File: src/rtl/id_ex_operand_stage_pkg.sv
// id_ex_operand_stage_pkg: shared widths, ALU encodings and the ID/EX micro-op layout.
package id_ex_operand_stage_pkg;

    localparam int DEF_XLEN   = 64;
    localparam int DEF_REG_AW = 5;

    localparam logic [2:0] ALU_SEL_ADD  = 3'b000;
    localparam logic [2:0] ALU_SEL_ANDN = 3'b001;
    localparam logic [2:0] ALU_SEL_AND  = 3'b010;
    localparam logic [2:0] ALU_SEL_OR   = 3'b011;
    localparam logic [2:0] ALU_SEL_XOR  = 3'b100;
    localparam logic [2:0] ALU_SEL_SRA  = 3'b101;
    localparam logic [2:0] ALU_SEL_SLL  = 3'b110;
    localparam logic [2:0] ALU_SEL_SRL  = 3'b111;

    typedef struct packed {
        logic [DEF_XLEN-1:0]   pc;
        logic [DEF_XLEN-1:0]   rs1_data;
        logic [DEF_XLEN-1:0]   rs2_data;
        logic [DEF_XLEN-1:0]   imm;
        logic [DEF_REG_AW-1:0] rs1_addr;
        logic [DEF_REG_AW-1:0] rs2_addr;
        logic [DEF_REG_AW-1:0] rd;
        logic [2:0]            alu_sel;
        logic                  sub;
        logic                  use_pc;
        logic                  use_imm;
        logic                  reg_write;
        logic                  mem_read;
        logic                  mem_write;
    } id_ex_uop_t;

endpackage

File: src/rtl/id_ex_operand_stage_fwd_mux.sv
// id_ex_operand_stage_fwd_mux: priority operand forwarding, EX/MEM over MEM/WB, x0 never forwarded.
module id_ex_operand_stage_fwd_mux
    import id_ex_operand_stage_pkg::*;
#(
    parameter int XLEN   = DEF_XLEN,
    parameter int REG_AW = DEF_REG_AW
) (
    input  logic [REG_AW-1:0] addr,
    input  logic [XLEN-1:0]   data,
    input  logic [REG_AW-1:0] exmem_rd,
    input  logic              exmem_reg_write,
    input  logic              exmem_mem_read,
    input  logic [XLEN-1:0]   exmem_result,
    input  logic [REG_AW-1:0] memwb_rd,
    input  logic              memwb_reg_write,
    input  logic [XLEN-1:0]   memwb_result,
    output logic [XLEN-1:0]   fwd
);

    logic ex_hit;
    logic wb_hit;

    // A load in EX/MEM has no data yet; the load-use bubble covers that case.
    assign ex_hit = exmem_reg_write && exmem_rd != '0 && exmem_rd == addr && !exmem_mem_read;
    assign wb_hit = memwb_reg_write && memwb_rd != '0 && memwb_rd == addr;
    assign fwd    = ex_hit ? exmem_result : wb_hit ? memwb_result : data;

endmodule

File: src/rtl/id_ex_operand_stage.sv
// id_ex_operand_stage: ID/EX register with RAW forwarding and load-use bubble insertion
// feeding the 64-bit ALU and the memory-stage control fields.
module id_ex_operand_stage
    import id_ex_operand_stage_pkg::*;
#(
    parameter int XLEN   = DEF_XLEN,
    parameter int REG_AW = DEF_REG_AW
) (
    input  logic              clk,
    input  logic              rst_n,
    input  logic              in_valid,
    output logic              in_ready,
    input  logic [XLEN-1:0]   in_pc,
    input  logic [XLEN-1:0]   in_rs1_data,
    input  logic [XLEN-1:0]   in_rs2_data,
    input  logic [XLEN-1:0]   in_imm,
    input  logic [REG_AW-1:0] in_rs1_addr,
    input  logic [REG_AW-1:0] in_rs2_addr,
    input  logic [REG_AW-1:0] in_rd_addr,
    input  logic [2:0]        in_alu_sel,
    input  logic              in_sub,
    input  logic              in_use_pc,
    input  logic              in_use_imm,
    input  logic              in_reg_write,
    input  logic              in_mem_read,
    input  logic              in_mem_write,
    input  logic              flush,
    input  logic              out_ready,
    input  logic [REG_AW-1:0] exmem_rd,
    input  logic              exmem_reg_write,
    input  logic              exmem_mem_read,
    input  logic [XLEN-1:0]   exmem_result,
    input  logic [REG_AW-1:0] memwb_rd,
    input  logic              memwb_reg_write,
    input  logic [XLEN-1:0]   memwb_result,
    output logic              out_valid,
    output logic [XLEN-1:0]   alu_a,
    output logic [XLEN-1:0]   alu_b,
    output logic [2:0]        alu_sel,
    output logic              alu_sub,
    output logic [XLEN-1:0]   out_store_data,
    output logic [REG_AW-1:0] out_rd,
    output logic              out_reg_write,
    output logic              out_mem_read,
    output logic              out_mem_write,
    output logic              load_use_stall
);

    id_ex_uop_t      q;
    id_ex_uop_t      in_uop;
    logic            valid;
    logic            advance;
    logic            hazard;
    logic [XLEN-1:0] fwd_rs1;
    logic [XLEN-1:0] fwd_rs2;

    assign in_uop = '{pc: in_pc, rs1_data: in_rs1_data, rs2_data: in_rs2_data, imm: in_imm,
                      rs1_addr: in_rs1_addr, rs2_addr: in_rs2_addr, rd: in_rd_addr,
                      alu_sel: in_alu_sel, sub: in_sub, use_pc: in_use_pc, use_imm: in_use_imm,
                      reg_write: in_reg_write, mem_read: in_mem_read, mem_write: in_mem_write};

    assign advance = !valid || out_ready;
    assign hazard  = valid && q.mem_read && q.rd != '0 && in_valid &&
                     ((!in_use_pc && in_rs1_addr == q.rd) ||
                      (!in_use_imm && in_rs2_addr == q.rd) ||
                      (in_mem_write && in_rs2_addr == q.rd));

    assign load_use_stall = hazard;
    assign in_ready       = advance && !hazard;

    always_ff @(posedge clk or negedge rst_n) begin
        if (!rst_n) begin
            valid <= 1'b0;
            q     <= '0;
        end else if (flush) begin
            valid <= 1'b0;
        end else if (advance && hazard) begin
            valid <= 1'b0;
        end else if (advance) begin
            q     <= in_uop;
            valid <= in_valid;
        end else begin
            // Latch forwarded operands so producers may retire while we stall.
            q.rs1_data <= fwd_rs1;
            q.rs2_data <= fwd_rs2;
        end
    end

    id_ex_operand_stage_fwd_mux #(.XLEN(XLEN), .REG_AW(REG_AW)) fwd_mux_rs1 (
        .addr(q.rs1_addr), .data(q.rs1_data),
        .exmem_rd(exmem_rd), .exmem_reg_write(exmem_reg_write),
        .exmem_mem_read(exmem_mem_read), .exmem_result(exmem_result),
        .memwb_rd(memwb_rd), .memwb_reg_write(memwb_reg_write), .memwb_result(memwb_result),
        .fwd(fwd_rs1)
    );

    id_ex_operand_stage_fwd_mux #(.XLEN(XLEN), .REG_AW(REG_AW)) fwd_mux_rs2 (
        .addr(q.rs2_addr), .data(q.rs2_data),
        .exmem_rd(exmem_rd), .exmem_reg_write(exmem_reg_write),
        .exmem_mem_read(exmem_mem_read), .exmem_result(exmem_result),
        .memwb_rd(memwb_rd), .memwb_reg_write(memwb_reg_write), .memwb_result(memwb_result),
        .fwd(fwd_rs2)
    );

    assign out_valid      = valid;
    assign alu_a          = q.use_pc ? q.pc : fwd_rs1;
    assign alu_b          = q.use_imm ? q.imm : fwd_rs2;
    assign out_store_data = fwd_rs2;
    assign alu_sel        = q.alu_sel;
    assign alu_sub        = q.sub;
    assign out_rd         = valid ? q.rd : '0;
    assign out_reg_write  = valid && q.reg_write;
    assign out_mem_read   = valid && q.mem_read;
    assign out_mem_write  = valid && q.mem_write;

endmodule

File: config.mk
export PLATFORM = sky130hd
export DESIGN_NAME = id_ex_operand_stage
export DESIGN_NICKNAME = d
export VERILOG_FILES = /design/src/rtl/id_ex_operand_stage_pkg.sv /design/src/rtl/id_ex_operand_stage_fwd_mux.sv /design/src/rtl/id_ex_operand_stage.sv
export SDC_FILE = /design/constraint.sdc
export NUM_CORES = 1
export LEC_CHECK = 0
export ABC_AREA = 1
export CORE_AREA = 2 2 244 246
export CTS_BUF_LIST = sky130_fd_sc_hd__clkbuf_8
export CTS_CLUSTER_DIAMETER = 80
export DETAILED_ROUTE_END_ITERATION = 8
export DIE_AREA = 0 0 246 248
export GPL_TIMING_DRIVEN = 0
export MAX_ROUTING_LAYER = met4
export SYNTH_ARGS = -nofsm -noshare
export SYNTH_HDL_FRONTEND = slang
export SYNTH_SLANG_ARGS = --single-unit
File: constraint.sdc
create_clock -name clk -period 4.6 [get_ports clk]
set_input_delay 1.38 -clock clk [delete_from_list [all_inputs] [get_ports clk]]
set_output_delay 1.38 -clock clk [all_outputs]
set_load 0.005 [all_outputs]
==> results list <==
* Outcome: complete, but fails checks
* Failing checks: negative setup slack
- In this run the mean area of a mapped cell was 6.291 sq um.
- Summing all non-filler instances in the final layout gives an area of 29210 sq um.
* RSZ-0062 raised after global routing: yes
* Critical-path maximum fanout: 10
- Pin count of the biggest net entering global routing: 109
* Library cell occupying the most area in the post-synthesis netlist: sky130_fd_sc_hd__dfrtp_1
- The initial utilization of the core area, before any placement, comes to 31.52%.
- Final count of negative-setup-slack endpoints: 1
* Yosys warnings: 0
- Setup CP Type: in2out
- Number of top-level pins: 633
- For the worst setup path, the data required time is 3.22 ns.
* Clock transition at the registers of the reported paths: 0.06 ns
- Max-cap violations in this run came to 0.
* Maximum frequency from static timing analysis: 217.2 MHz
- Buffers and inverters on the worst path: 5
- Slowest cell delay on critical path: 0.47 ns
* Count of routing violations after the opening detailed-route iteration: 2049
- STA puts the critical path data arrival time at 3.22 ns.
- After the last flow step, the layout net total stands at 4120.
- Slew Limit Fails: 0
- In this run the most critical hold path is launched from q[147].
- RD Place Congestion: 0.9998
- The top cell type by area accounts for 38.16% of the synthesized area.
* Setup crit start kind: input port
- Share of layout cells above drive strength 1: 14.94%
- After detailed routing, the number of remaining DRC violations is 0.
- After synthesis, flip-flops and latches occupy 38.16% of the total area.
- The number of antenna violations at the first check in global routing came to 12.
- Min Clock Period, post-route: 4.604 ns
- Remaining antenna violation count: 0
* Clock root buffer master: sky130_fd_sc_hd__clkbuf_8
- Among cell families on the critical path, the largest total delay comes from buffers and inverters.
- The final hold violation count came to 0.
* Tightest hold margin: 0.4772 ns
- Total of hold buffers inserted after clock tree synthesis: 0
* Synthesized Nets: 3355
- Traced cell by cell, the critical path runs through clkdlybuf4s50_1 -> nand2_1 -> inv_4 -> buf_8 -> buf_4 -> nand4_1 -> nand3_1 -> a31oi_2 -> dlygate4sd2_1.
- Vias per std cell: 5.051
- Worst min-delay path category: reg2reg
- Critical Path Slowest Stage Cell: sky130_fd_sc_hd__clkdlybuf4s50_1
- VDD sags by at most 0.0002059 V.
- Dividing the final minimum period by the clock period gives 100.1%.
- The die is 248 microns tall.
- For this run, the total global-route usage over all layers was measured as 32.61%.
* Final clock skew: 0.03733 ns
- Clock tree from TritonCTS: done
* Die Width: 246 microns
- Worst hold endpoint: q[147]
* Top area cells in the synthesized netlist: sky130_fd_sc_hd__dfrtp_1, sky130_fd_sc_hd__nand2_1, sky130_fd_sc_hd__nand3_1
- For this run the aggregate overflow at the end of global routing stands at 0.
- Measured against its own limit, the worst slew margin works out to 39.56%.
- Counting flops and latches in the post-synthesis netlist gives 281.
- Total vias in the final route: 22840
- For this design, the sink count on the clock tree is 281.
* Transition at the pin with the smallest max-transition slack: 0.9066 ns
* Worst r2r dst: q[181]
* Post-DP HPWL: 74990 microns
- Final Worst Setup Slack: -0.003954 ns
- The synthesized netlist occupies a cell area of 18430 sq um.
* Longest Clk Path Bufs: 3
- Wire length of the first global-routing pass: 143000 microns
* Number of cells on the worst reg-to-reg path: 32
- Summed over all layers, the routed wires come to 100300 microns.
- The via count of the first global-routing pass was 22220.
* Nature of the critical path endpoint: output pin
- The worst hold path passes through 2 cells.
- The H-tree was split into 2 levels.
* Count of port buffers added during placement: 632
* Layout filler cell count: 6015
* Number of unique standard cell types used by synthesis: 24
- # rows: 89
- Average wire length per cell after detail routing: 22.17 microns
- Summing all placed instances gives a cell area of 25780 sq um.
- Synthesis produced 2929 cells.
- In this run the register-to-register setup slack is 0.43 ns.
* LEAKAGE: 15.26 nW
- TritonRoute pass-1 iters: 6
- Area of the die: 61010 sq um
- The number of clock buffers added by TritonCTS is 55.
- For this design the ratio of total power to cell area is 300.3 nW/um^2.
- Placeable core area: 58460 sq um
* Layout overhead on the synthesized area: 58.53%
- Clock network latency to the later pin of the worst-skew pair: 0.69 ns
- Critical register-to-register path startpoint: q[20]
-- cells in the mapped netlist --
library cell               count
sky130_fd_sc_hd__buf_2       100
sky130_fd_sc_hd__nor2_1      367
sky130_fd_sc_hd__xor2_1        8
sky130_fd_sc_hd__buf_6        10
sky130_fd_sc_hd__inv_2         6
sky130_fd_sc_hd__xnor2_1       1
sky130_fd_sc_hd__o21ai_1       4
sky130_fd_sc_hd__nand4_1     132
sky130_fd_sc_hd__o21ai_0      15
sky130_fd_sc_hd__nor2_4        1
sky130_fd_sc_hd__nand3_2       2
sky130_fd_sc_hd__a21oi_1       2
sky130_fd_sc_hd__clkbuf_1     66
sky130_fd_sc_hd__dfrtp_1     281
sky130_fd_sc_hd__buf_1         9
sky130_fd_sc_hd__nor3_1        3
sky130_fd_sc_hd__nand2_1    1159
sky130_fd_sc_hd__o22ai_1       1
sky130_fd_sc_hd__nor2_2        1
sky130_fd_sc_hd__o21bai_1      1
sky130_fd_sc_hd__a31oi_1     128
sky130_fd_sc_hd__buf_4        21
sky130_fd_sc_hd__inv_1       275
sky130_fd_sc_hd__nand3_1     336
-- cells by family (layout without fill, tap and decap cells) --
family / after synthesis / count (layout) / share of synthesized area (%)
simple gates: 2001 / 2003 / 44.98
xor+xnor: 9 / 9 / 0.4278
compound gates: 151 / 151 / 4.991
buf+inv: 487 / 1291 / 11.44
other cells: 0 / 14 / 0
flops: 281 / 281 / 38.16
-- per-layer routing --
layer / GRT usage, % / vias to the layer above / share of wire [%]
li1: - / 10850 / -
met3: 6.618 / 218 / 8.2
met2: 52.63 / 1019 / 47
met1: 39.98 / 10760 / 41
met5: - / - / 0
met4: 12.82 / 0 / 4.2
-- flip-flops by register name (all words and copies together), names as in the netlist --
signal,cells
out_valid,1
alu_sel,3
alu_sub,1
q,276
-- worst max path at each step --
| stage | from | to | slack (ns) | cells past startpoint |
|---|---|---|---|---|
| after floorplan | exmem_rd[3] | alu_b[10] | 0.82 | 9 |
| after global placement | rst_n | q[58] | -11.29 | 1 |
| after detailed placement | memwb_rd[3] | alu_b[28] | -1.34 | 11 |
| after CTS | memwb_rd[2] | out_store_data[28] | -0.11 | 13 |
| after global routing | exmem_rd[3] | q[181] | -0.12 | 33 |
| final | memwb_reg_write | alu_a[8] | -0.004 | 9 |
-- repair_timing --
item | CTS | global route
hold endpoints to repair | 0 | 0
setup buffers | 52 | 17
pin swaps | 114 | 71
setup endpoints to repair | 194 | 173
cloned | 4 | 4
resized for setup | 588 | 188
-- placed cells by master, fill, tap and decap left out, types with 15 or more instances in the layout --
master / synthesis / layout
sky130_fd_sc_hd__nand2_1: 1159 / 1114
sky130_fd_sc_hd__clkdlybuf4s50_1: 0 / 424
sky130_fd_sc_hd__nor2_1: 367 / 361
sky130_fd_sc_hd__inv_1: 275 / 285
sky130_fd_sc_hd__dfrtp_1: 281 / 281
sky130_fd_sc_hd__nand3_1: 336 / 266
sky130_fd_sc_hd__nand4_1: 132 / 132
sky130_fd_sc_hd__buf_4: 21 / 95
sky130_fd_sc_hd__dlygate4sd2_1: 0 / 92
sky130_fd_sc_hd__clkbuf_8: 0 / 74
sky130_fd_sc_hd__a31oi_1: 128 / 70
sky130_fd_sc_hd__nand3_2: 2 / 66
sky130_fd_sc_hd__buf_2: 100 / 61
sky130_fd_sc_hd__clkbuf_1: 66 / 55
sky130_fd_sc_hd__nand2_2: 0 / 40
sky130_fd_sc_hd__clkbuf_2: 0 / 39
sky130_fd_sc_hd__a31oi_2: 0 / 33
sky130_fd_sc_hd__dlymetal6s2s_1: 0 / 33
sky130_fd_sc_hd__buf_6: 10 / 30
sky130_fd_sc_hd__clkdlybuf4s15_1: 0 / 27
sky130_fd_sc_hd__a31oi_4: 0 / 25
sky130_fd_sc_hd__buf_8: 0 / 18
sky130_fd_sc_hd__buf_12: 0 / 17
sky130_fd_sc_hd__o21ai_0: 15 / 15
-- per-stage QoR --
step / cells / setup slack (ns) / total power, mW / utilization, % / setup TNS, ns
floorplan: 2929 / 0.8181 / 4.185 / - / 0
global placement: 4334 / -11.29 / 5.905 / 43.99 / -3355.29
detailed placement: 4336 / -1.339 / 5.913 / 44.09 / -202.08
CTS: 4488 / -0.1088 / 8.726 / 49.01 / -2.101
global route: 4519 / -0.1226 / 9.175 / 49.95 / -0.8345
finish: 4522 / -0.003954 / 8.771 / 49.96 / -0.003954
-- area by class of cell --
type	instances	area, sq um	share of cell area, %
Multi-Input combinational cell	2163	10500	35.94
Sequential cell	281	7032	24.07
Clock inverter	25	160.2	0.5483
Antenna cell	14	35.03	0.1199
Tap cell	773	967.2	3.311
Buffer	204	1539	5.269
Clock buffer	73	1005	3.440
Timing Repair Buffer	708	6889	23.59
Inverter	281	1085	3.714
-- power by group --
part           internal, mW  total (mW)  switching (mW)  leakage [nW]
Sequential             2.77        2.95           0.183          3.42
Combinational          1.32        3.04            1.72          11.2
Clock                  1.52        2.78            1.26         0.659
Total                  5.61        8.77            3.16          15.3
-- worst reg2reg max path, delay by kind of cell (launching register included) --
kind | cells | cell delay [ns]
buf+inv | 23 | 2.89
simple gates | 9 | 0.84
flops | 1 | 0.41
(Power assumes the default switching activity.)
